### src/rtl/seq_detect_mealy_fsm.sv
// ----------------------------------------------------------------------------
// seq_detect_mealy_fsm
//
// Purpose:
//   Mealy sequence detector for a runtime-loadable pattern of up to DEPTH
//   symbols. The state is the number of pattern symbols matched so far.
//   detect_o rises combinationally in the same cycle as the symbol that
//   completes the pattern. A registered copy of that flag is also provided.
//
// Optional feature:
//   Define SEQDET_MATCH_COUNT_EN to build a saturating detection counter on
//   match_count_o. When the macro is not defined, match_count_o is tied to 0
//   and no counter register exists.
//
// Ports:
//   clk_i          - clock; all state changes on the rising edge
//   rst_ni         - synchronous active-low reset
//   data_i         - incoming symbol (SYM_W bits)
//   valid_i        - data_i qualifier; a symbol is consumed only when high
//   load_i         - latch pattern_i / len_i; has priority over valid_i
//   pattern_i      - new pattern, symbol k at bits [k*SYM_W +: SYM_W]
//   len_i          - new pattern length; 0 or > DEPTH is taken as DEPTH
//   detect_o       - combinational match flag
//   detect_q_o     - detect_o delayed by one cycle
//   CurrentState_o - matched-prefix length
//   match_count_o  - number of detections (0 when the counter is not built)
// ----------------------------------------------------------------------------
module seq_detect_mealy_fsm #(
    parameter int                       SYM_W       = 4,
    parameter int                       DEPTH       = 4,
    parameter int                       OVERLAP     = 0,
    parameter logic [DEPTH*SYM_W-1:0]   RST_PATTERN = 16'h9641,
    parameter int                       CNT_W       = 8
) (
    input  logic                         clk_i,
    input  logic                         rst_ni,
    input  logic [SYM_W-1:0]             data_i,
    input  logic                         valid_i,
    input  logic                         load_i,
    input  logic [DEPTH*SYM_W-1:0]       pattern_i,
    input  logic [$clog2(DEPTH+1)-1:0]   len_i,
    output logic                         detect_o,
    output logic                         detect_q_o,
    output logic [$clog2(DEPTH)-1:0]     CurrentState_o,
    output logic [CNT_W-1:0]             match_count_o
);

    localparam int ST_W  = $clog2(DEPTH);
    localparam int LEN_W = $clog2(DEPTH+1);

    logic [ST_W-1:0]        state_q;
    logic [ST_W-1:0]        state_d;
    logic [DEPTH*SYM_W-1:0] pattern_q;
    logic [DEPTH*SYM_W-1:0] pattern_d;
    logic [LEN_W-1:0]       len_q;
    logic [LEN_W-1:0]       len_d;
    logic                   detect;
    logic                   detect_q;

    logic [SYM_W-1:0]       sym_cur;
    logic                   hit_cur;
    logic                   hit_first;
    logic                   at_last;
    logic                   seed_ok;

    // Lengths of 0 or beyond DEPTH cannot be represented as a real pattern,
    // so they fall back to the full pattern depth.
    function automatic logic [LEN_W-1:0] clamp_len(input logic [LEN_W-1:0] l);
        if (l == '0 || l > LEN_W'(DEPTH)) begin
            return LEN_W'(DEPTH);
        end
        return l;
    endfunction

    // Match helpers. A restart at S=1 is only legal when the pattern has at
    // least two symbols; with len 1 the state must stay at 0.
    assign sym_cur   = pattern_q[int'(state_q)*SYM_W +: SYM_W];
    assign hit_cur   = (data_i == sym_cur);
    assign hit_first = (data_i == pattern_q[SYM_W-1:0]);
    assign at_last   = (LEN_W'(state_q) == (len_q - LEN_W'(1)));
    assign seed_ok   = (len_q > LEN_W'(1));

    // State register: matched-prefix count, active pattern and length, plus
    // the one-cycle delayed detect flag.
    always_ff @(posedge clk_i) begin
        if (!rst_ni) begin
            state_q   <= '0;
            pattern_q <= RST_PATTERN;
            len_q     <= LEN_W'(DEPTH);
            detect_q  <= 1'b0;
        end else begin
            state_q   <= state_d;
            pattern_q <= pattern_d;
            len_q     <= len_d;
            detect_q  <= detect;
        end
    end

    // Next-state logic. A load wins over a valid symbol and restarts the
    // search with the new pattern. On a mismatch the current symbol may
    // itself be the first symbol of a fresh attempt.
    always_comb begin
        state_d   = state_q;
        pattern_d = pattern_q;
        len_d     = len_q;
        if (load_i) begin
            pattern_d = pattern_i;
            len_d     = clamp_len(len_i);
            state_d   = '0;
        end else if (valid_i) begin
            if (hit_cur) begin
                if (at_last) begin
                    if ((OVERLAP != 0) && hit_first && seed_ok) begin
                        state_d = ST_W'(1);
                    end else begin
                        state_d = '0;
                    end
                end else begin
                    state_d = state_q + ST_W'(1);
                end
            end else begin
                state_d = (hit_first && seed_ok) ? ST_W'(1) : '0;
            end
        end
    end

    // Mealy output: asserted on the symbol completing the pattern, but never
    // while reset is held or a new pattern is being loaded.
    always_comb begin
        detect = 1'b0;
        if (rst_ni && !load_i && valid_i && hit_cur && at_last) begin
            detect = 1'b1;
        end
    end

    assign detect_o       = detect;
    assign detect_q_o     = detect_q;
    assign CurrentState_o = state_q;

`ifdef SEQDET_MATCH_COUNT_EN
    logic [CNT_W-1:0] count_q;

    // Saturating detection counter; a pattern load starts a fresh count.
    always_ff @(posedge clk_i) begin
        if (!rst_ni) begin
            count_q <= '0;
        end else if (load_i) begin
            count_q <= '0;
        end else if (detect && (count_q != {CNT_W{1'b1}})) begin
            count_q <= count_q + CNT_W'(1);
        end
    end

    assign match_count_o = count_q;
`else
    assign match_count_o = '0;
`endif

endmodule
### config.mk
export PLATFORM = sky130hd
export DESIGN_NAME = seq_detect_mealy_fsm
export DESIGN_NICKNAME = d
export VERILOG_FILES = /design/src/rtl/seq_detect_mealy_fsm.sv
export SDC_FILE = /design/constraint.sdc
export NUM_CORES = 1
export LEC_CHECK = 0
export CORE_MARGIN = 2
export CORE_UTILIZATION = 25
export DETAILED_ROUTE_END_ITERATION = 16
export PLACE_DENSITY_LB_ADDON = 0.1
export SYNTH_ARGS = -nofsm -noshare
export SYNTH_HDL_FRONTEND = slang
export SYNTH_SLANG_ARGS = --single-unit
### constraint.sdc
create_clock -name clk_i -period 4.3 [get_ports clk_i]
set_clock_uncertainty 0.05 [all_clocks]
set_input_delay 0.645 -clock clk_i [delete_from_list [all_inputs] [get_ports clk_i]]
set_output_delay 0.645 -clock clk_i [all_outputs]
set_load 0.02 [all_outputs]
==> out/results.txt, run 1 <==
Final period util: 77.5%
Worst R2R Setup Slack: 2100 ps
Starting Density: 25.6%
cell taking the most area after synthesis: dfxtp_1
GRT Residual Overflow: 0
WL final: 2.34 mm
Highest Signal Layer: met4
Die Width: 73.1 um
PwrDens: 292 nW/um^2
DR vias: 857
RSZ-0062 raised after global routing: no
final instance area: 1560 um^2
Setup TNS: 0 ps
Post-synth EDFFs: 0
height of the die: 73.1 um
Worst setup EP type: output port
worst r2r src: CurrentState_o[0]$_SDFFE_PP0P_
clk slew on worst S/H paths: 80 ps
Cell Count, Final, Fillers Out: 201
Peak VDD IR: 0.147 mV
clock buffer depth: 2
Synth Area in Compound Gates: 4.40%
Critical Path RT: 3610 ps
Worst Setup SP: CurrentState_o[0]$_SDFFE_PP0P_
Layout area overhead: 30.4%
Filler cells: 475
row cnt: 25
Post-CTS Setup Inserts: 0
max-slew violation count: 0
drt wl/cell: 11.6 um
clock tree sinks: 22
Async SR Flop Fraction: 0%
Antenna Nets Post-Route: 0
Seq/Total Area, Yosys: 36.9%
P_leak: 0.630 nW
Die Area: 5340 um^2
max-capacitance violation count: 0
Num CTS Buffers: 3
M1 WL: 1.04 mm
post-synthesis mux area share: 21.0%
core region area: 4660 um^2
first-pass GRT wire length: 3.83 mm
count of state elements after synthesis: 22
IO buf count: 30
syn_area_per_cell: 10.0 um^2
Setup CP Type: reg2out
Unique masters post-synth: 28
post-detail-place hpwl: 1.77 mm
CTS resizes: 0
total number of yosys warnings: 0
Post-Synth XOR/XNOR Area: 8.70%
met2 routed WL: 1.16 mm
drt initial violations: 18
pin count of the biggest net entering global routing: 24
Vias/cell: 4.26
commonest non-fill, non-tap cell in the layout: clkdlybuf4s50_1
arrival time of the worst setup path: 2640 ps
largest cells by area after synthesis: dfxtp_1 37%, mux2i_1 13%, mux4_2 7.5%
Hold Crit Class: reg2reg
r2r endpoint: CurrentState_o[0]$_SDFFE_PP0P_
layout cells sized above 1: 8.84%
hold-fix buffers at CTS: 0
CTS tree: yes
main combinational cell family by area after synthesis: multiplexers
final hold violation count: 0
ys flop type: dfxtp_1
Routed met3 length: 125 um
Mapped Area: 1190 um^2
Syn Inst Count: 119
Adder-Cell Fraction of Synth Area: 3.14%
Synth top area share: 36.9%
drt pass-1 iters: 4
R2R cell count: 5
simple-gate area share of the yosys netlist: 15.8%
Net count, final: 178
Worst setup endpoint: detect_o
status: finished, final reports clean
# DRC: 0
critical path peak fanout: 10
fmax: 300 MHz
n_diodes: 0
RePlAce Congestion: 0.729
antenna violations before repair: 0
commonest non-fill, non-tap cells in the layout: 30 x clkdlybuf4s50_1, 22 x dfxtp_1, 16 x mux2i_1
worst-skew pair later-pin latency: 260 ps
final core occ: 33.4%
final setup violation count: 0
placed cells: 197
Ports: 39
GRT Overall Usage: 9.66%
Root Driver: clkbuf_8
dpl cell area: 1500 um^2
H-Tree Depth: 1
crit path time final: 3330 ps
crit start category: register
number of global-route vias before repair: 826
## worst min path at each step
stage,from,end,slack [ps],cells past startpoint
after floorplan,pattern_q[10]$_SDFFE_PN1P_,pattern_q[10]$_SDFFE_PN1P_,390,2
after global placement,pattern_q[12]$_SDFFE_PN1P_,pattern_q[12]$_SDFFE_PN1P_,410,2
after detailed placement,pattern_q[10]$_SDFFE_PN1P_,pattern_q[10]$_SDFFE_PN1P_,420,2
after CTS,pattern_q[10]$_SDFFE_PN1P_,pattern_q[10]$_SDFFE_PN1P_,440,2
after global routing,pattern_q[10]$_SDFFE_PN1P_,pattern_q[10]$_SDFFE_PN1P_,460,2
final,pattern_q[10]$_SDFFE_PN1P_,pattern_q[10]$_SDFFE_PN1P_,430,2
## routing by layer
metal  global-route usage, %  vias to the layer above
met5                       0                        -
met4                    3.09                        0
met3                    3.18                        2
met2                    16.5                       24
met1                    11.3                      391
li1                        -                      440
## kinds of logic (layout without fill, tap and decap cells)
| logic type | count (synthesis) | count (layout) |
|---|---|---|
| muxes | 20 | 20 |
| other | 1 | 8 |
| AOI/OAI and AO/OA | 9 | 9 |
| DFF | 22 | 22 |
| buffers and inverters | 19 | 40 |
| xor gates and xnor gates | 11 | 11 |
| adders and majority gates | 3 | 3 |
| and+or+nand+nor | 34 | 34 |
## through the flow
stage	hold WS, ps	worst slack (ps)	total power [W]
4_1_cts	436	926	0.000464
3_3_place_gp	412	1190	0.000311
5_1_grt	458	786	0.000483
6_report	428	969	0.000454
3_5_place_dp	415	1190	0.000312
2_1_floorplan	386	1650	0.000282
## cell type report
cell class,instances,area [um^2],area share (%)
Clock buffer,4,55.1,3.54
Inverter,4,15.0,0.965
Multi-Input combinational cell,85,663,42.6
Sequential cell,22,440,28.3
Tap cell,54,67.6,4.34
Timing Repair Buffer,32,315,20.3
## where the power goes
group | internal [W] | total (W) | switching (W)
sequential | 0.000214 | 0.000222 | 0.00000760
combinational | 0.0000486 | 0.0000841 | 0.0000356
clock | 0.0000816 | 0.000148 | 0.0000668
total | 0.000344 | 0.000454 | 0.000110
## synthesized netlist by cell type, drive strengths merged, types with 2 or more instances
library cell,n
and2,3
buf,11
clkbuf,4
dfxtp,22
ha,3
inv,4
mux2i,16
mux4,4
nand2,12
nor2b,11
nor3,2
o21ai,3
o22ai,3
xnor2,5
xor2,6
## worst max-delay path, cell delays in order (launching register included)
cell	delay [ps]
dfxtp_1	570
mux4_2	560
xnor2_1	210
nand4_2	190
nor3_1	220
clkdlybuf4s50_1	630
## state kept, by name, summed over array words and instances, names as in the netlist
register        cells
len_q               3
CurrentState_o      2
pattern_q          16
detect_q_o          1
(Power assumes the default switching activity.)
==> inputs of run 2 (changes only) <==
clock period = 3.1 ns   (was 4.3 ns; I/O delays follow)
==> out/results.txt, run 2 (synthesis gave the netlist of run 1 again) <==
Setup TNS: 0 ps (unchanged)
Int Pwr: 0.000451 W (+31%)
Setup CP Type: reg2out
arrival time of the worst setup path: 2050 ps (-590 ps)
RSZ-0062 raised after global routing: no
Final period util: 82.6%
hold path cells: 2 (unchanged)
Hold Crit Class: reg2reg
placed cells: 198 (+0.51%)
hold-fix buffers at CTS: 0 (unchanged)
P_leak: 0.648 nW (+2.8%)
Worst R2R Setup Slack: 1120 ps (-980 ps)
post-detail-place hpwl: 1.79 mm (+1.5%)
CTS tree: yes
critical path peak fanout: 5 (-5)
Ports: 39 (unchanged)
crit start category: register
WL final: 2.37 mm (+1.4%)
Largest register FFs: 16 (unchanged)
fraction of power spent switching nets: 24.8% (+0.64 points)
Layout area overhead: 30.4% (unchanged)
r2r endpoint: CurrentState_o[0]$_SDFFE_PP0P_
status: finished, final reports clean
layout cells sized above 1: 9.52% (+0.68 points)
n_diodes: 0 (unchanged)
IO buf count: 30 (unchanged)
NetSw: 0.000149 W (+36%)
first-pass GRT wire length: 3.79 mm (-1.1%)
Num CTS Buffers: 3 (unchanged)
height of the die: 73.1 um (unchanged)
Die Width: 73.1 um (unchanged)
clock buffer depth: 2 (unchanged)
RePlAce Congestion: 0.761 (+4.5%)
hold slack: 422 ps (-6.25 ps)
Worst Hold End: pattern_q[10]$_SDFFE_PN1P_
clk slew on worst S/H paths: 80 ps (about the same)
Root Driver: clkbuf_8
number of global-route vias before repair: 819 (-0.85%)
Worst setup EP type: output port
Critical Path RT: 2580 ps (-1030 ps)
fmax: 391 MHz
H-Tree Depth: 1 (unchanged)
Largest Register: pattern_q
final hold violation count: 0 (unchanged)
pin count of the biggest net entering global routing: 23 (-4.2%)
DR vias: 854 (-0.35%)
clock tree sinks: 22 (unchanged)
R2R cell count: 5 (unchanged)
Cell Count, Final, Fillers Out: 201 (unchanged)
hold wc startpoint: pattern_q[10]$_SDFFE_PN1P_
PwrDens: 386 nW/um^2 (+32%)
max-capacitance violation count: 0 (unchanged)
clock share of power: 29.4% (-3.3 points)
crit path time final: 2560 ps
drt pass-1 iters: 4 (unchanged)
commonest non-fill, non-tap cell in the layout: clkdlybuf4s50_1
drt initial violations: 26 (+8)
core region area: 4660 um^2 (unchanged)
Logic pwr share: 19.4% (+0.9 points)
sequential share of power: 51.2% (+2.4 points)
Antenna Nets Post-Route: 0 (unchanged)
Post-CTS Setup Inserts: 0 (unchanged)
worst r2r src: CurrentState_o[1]$_SDFFE_PP0P_
commonest non-fill, non-tap cells in the layout: 29 x clkdlybuf4s50_1, 21 x dfxtp_1, 16 x mux2i_1
Net count, final: 179 (+0.56%)
GRT Overall Usage: 9.53% (-0.12 points)
Vias/cell: 4.25 (-0.35%)
worst-skew pair later-pin latency: 260 ps (about the same)
final setup violation count: 0 (unchanged)
# DRC: 0 (unchanged)
Starting Density: 25.6% (unchanged)
GRT Residual Overflow: 0 (unchanged)
antenna violations before repair: 0 (unchanged)
row cnt: 25 (unchanged)
drt wl/cell: 11.8 um (+1.4%)
Die Area: 5340 um^2 (unchanged)
max-slew violation count: 0 (unchanged)
Peak VDD IR: 0.193 mV (+31%)
## run 2: changes by cell type in the layout (fill, tap and decap cells not counted)
cell / change
buf_4: +1
dfxtp_4: +1
clkbuf_8: -1
dlymetal6s2s_1: +1
clkdlybuf4s50_1: -1
dfxtp_1: -1
## run 2: worst max path at each step
stage	startpoint	endpoint	cells after the start
3_5_place_dp	CurrentState_o[0]$_SDFFE_PP0P_	detect_o	5
4_1_cts	CurrentState_o[0]$_SDFFE_PP0P_	detect_o	5
6_report	CurrentState_o[1]$_SDFFE_PP0P_	detect_o	5
5_1_grt	CurrentState_o[1]$_SDFFE_PP0P_	detect_o	5
3_3_place_gp	CurrentState_o[0]$_SDFFE_PP0P_	detect_o	5
2_1_floorplan	CurrentState_o[0]$_SDFFE_PP0P_	detect_o	5
## run 2: what timing repair did
| action | CTS | global route |
|---|---|---|
| pin swaps | 0 | 0 |
| gates resized for setup | 1 | 2 |
| endpoints found under the setup margin | 1 | 1 |
## run 2: metal layers
metal | global-route usage, % | wire length [um]
met5 | 0 | 0
met4 | 3.70 | 36
met2 | 15.5 | 1090
met3 | 3.59 | 129
met1 | 11.3 | 1110
## run 2: layout make-up
class | instances | area, um^2
multi-input cells | 85 | 663
flip-flops and latches | 22 | 444
inverters | 4 | 15.0
clock buffers | 3 | 41.3
fillers | 477 | 3100
well taps | 54 | 67.6
repair buffers | 33 | 325
## run 2: through the flow
| step | area, um^2 | power [W] | worst slack, ps | utilization (%) |
|---|---|---|---|---|
| after floorplan | 1220 | 0.000391 | 625 | - |
| after global placement | 1510 | 0.000432 | 261 | 32.4 |
| after detailed placement | 1510 | 0.000432 | 216 | 32.4 |
| after CTS | 1550 | 0.000610 | 73.1 | 33.3 |
| after global routing | 1560 | 0.000632 | 374 | 33.4 |
| final | 1560 | 0.000600 | 540 | 33.4 |
## run 2: power groups by stage
stage	logic [W]	registers [W]	clock network, W
6_report	0.000116	0.000307	0.000176
5_1_grt	0.000128	0.000310	0.000195
3_3_place_gp	0.000116	0.000315	0
3_5_place_dp	0.000118	0.000315	0
4_1_cts	0.000118	0.000308	0.000184
2_1_floorplan	0.0000801	0.000311	0
## run 2: worst max-delay path, stage by stage (launching register included)
cell,delay [ps]
dfxtp_1,410
mux4_2,530
xnor2_1,190
nand4_2,180
nor3_1,210
dlymetal6s2s_1,250
==> inputs of run 3 (changes only) <==
clock period = 2.5 ns   (was 3.1 ns; I/O delays follow)
==> out/results.txt, run 3 (synthesis gave the netlist of run 1 again) <==
Ports: 39 (unchanged)
status: finished, final reports clean
Antenna Nets Post-Route: 0 (unchanged)
WL final: 2.45 mm (+3.2%)
Filler cells: 483 (+1.3%)
Worst path slowest cell: mux4_2
Critical Path RT: 2080 ps (-500 ps)
critical path peak fanout: 3 (-2)
n_diodes: 0 (unchanged)
clock buffer depth: 2 (unchanged)
CTS resizes: 5 (+4)
DR vias: 860 (+0.70%)
drt wl/cell: 11.9 um (+1.2%)
post-place setup slack: -67.2 ps (-283 ps)
crit-path max cell delay: 520 ps (about the same)
Starting Density: 25.6% (unchanged)
# DRC: 0 (unchanged)
clk slew on worst S/H paths: 90 ps (about the same)
Net count, final: 182 (+1.7%)
GRT Residual Overflow: 0 (unchanged)
RePlAce Congestion: 0.788 (+3.5%)
Root Driver: clkbuf_8
Pwr Total: 0.000868 W (+45%)
number of global-route vias before repair: 891 (+8.8%)
FF+latch area: 442 um^2 (-0.56%)
Worst Path Buf+Inv: 1 (unchanged)
commonest non-fill, non-tap cell in the layout: clkdlybuf4s50_1
crit-path cells: mux4_2 -> xnor2_1 -> nand4_2 -> nor3_1 -> buf_2
layout cells sized above 1: 12.6% (+3.1 points)
Largest Register: pattern_q
Setup TNS: 0 ps (unchanged)
row cnt: 25 (unchanged)
IO buf count: 30 (unchanged)
crit start category: register
pin count of the biggest net entering global routing: 23 (unchanged)
Largest register FFs: 16 (unchanged)
post-route worst setup slack: 155 ps (-385 ps)
Num CTS Buffers: 3 (unchanged)
height of the die: 73.1 um (unchanged)
crit path time final: 2340 ps
RSZ-0062 raised after global routing: no
final setup violation count: 0 (unchanged)
hold-fix buffers at CTS: 0 (unchanged)
final hold violation count: 0 (unchanged)
Die Area: 5340 um^2 (unchanged)
footprint of the multi-input gates: 663 um^2 (unchanged)
Top Family by Delay on Critical Path: multiplexers
Die Width: 73.1 um (unchanged)
Final period util: 93.8%
antenna violations before repair: 0 (unchanged)
max-slew violation count: 0 (unchanged)
fmax: 426 MHz
Vias/cell: 4.20 (-1.3%)
drt pass-1 iters: 4 (unchanged)
drt initial violations: 17 (-35%)
P_leak: 0.660 nW (+1.9%)
hold slack: 432 ps (+10.1 ps)
H-Tree Depth: 1 (unchanged)
worst-skew pair later-pin latency: 270 ps (about the same)
commonest non-fill, non-tap cells in the layout: 29 x clkdlybuf4s50_1, 21 x dfxtp_1, 16 x mux2i_1
GRT Overall Usage: 9.92% (+0.39 points)
Setup CP Type: reg2out
arrival time of the worst setup path: 1920 ps (-130 ps)
max-capacitance violation count: 0 (unchanged)
Worst setup EP type: output port
Layout area overhead: 34.0%
Hold Crit Class: reg2reg
post-detail-place hpwl: 1.88 mm (+4.7%)
Peak VDD IR: 0.263 mV (+37%)
first-pass GRT wire length: 4.02 mm (+6.2%)
CTS tree: yes
Post-CTS Setup Inserts: 0 (unchanged)
clock tree sinks: 22 (unchanged)
PwrDens: 543 nW/um^2 (+41%)
core region area: 4660 um^2 (unchanged)
## run 3: cell type report
cell class / instances / share of cell area, %
multi-input combinational: 85 / 41.5
clock buffer: 3 / 2.58
tap: 54 / 4.23
inverter: 4 / 0.939
clock inverter: 1 / 1.88
timing repair buffer: 36 / 21.3
sequential: 22 / 27.6
## run 3: final timing paths
path	startpoint	to	slack [ps]	depth (start not counted)
max	CurrentState_o[1]$_SDFFE_PP0P_	detect_o	160	5
min	pattern_q[10]$_SDFFE_PN1P_	pattern_q[10]$_SDFFE_PN1P_	430	2
max reg2reg	CurrentState_o[1]$_SDFFE_PP0P_	CurrentState_o[0]$_SDFFE_PP0P_	420	6
min reg2reg	pattern_q[10]$_SDFFE_PN1P_	pattern_q[10]$_SDFFE_PN1P_	430	2
## run 3: per-layer routing
metal / global-route usage [%] / wire [um] / vias up
met5: 0 / 0 / -
met4: 2.88 / 17 / 0
met3: 3.59 / 146 / 2
met2: 16.3 / 1130 / 23
met1: 12.1 / 1150 / 388
li1: - / - / 447
## run 3: worst register-to-register path: stages (launching register included)
cell and delay, ps:
dfxtp_1 400, mux4_2 520, xnor2_1 190, nand4_2 140, buf_4 170, or3b_1 350, a31oi_1 190
## run 3: metrics by stage
step	cell area (um^2)	utilization, %	instances
floorplan	1220	-	126
global placement	1530	32.9	201
detailed placement	1530	32.9	201
CTS	1610	34.4	205
global route	1600	34.3	205
finish	1600	34.3	205
## run 3: power by group
part           leakage, nW  internal [W]  switching [W]  total [W]
combinational        0.443     0.0000863      0.0000626   0.000149
sequential           0.182      0.000369      0.0000121   0.000381
clock               0.0357      0.000214       0.000125   0.000339
total                0.660      0.000669       0.000199   0.000868
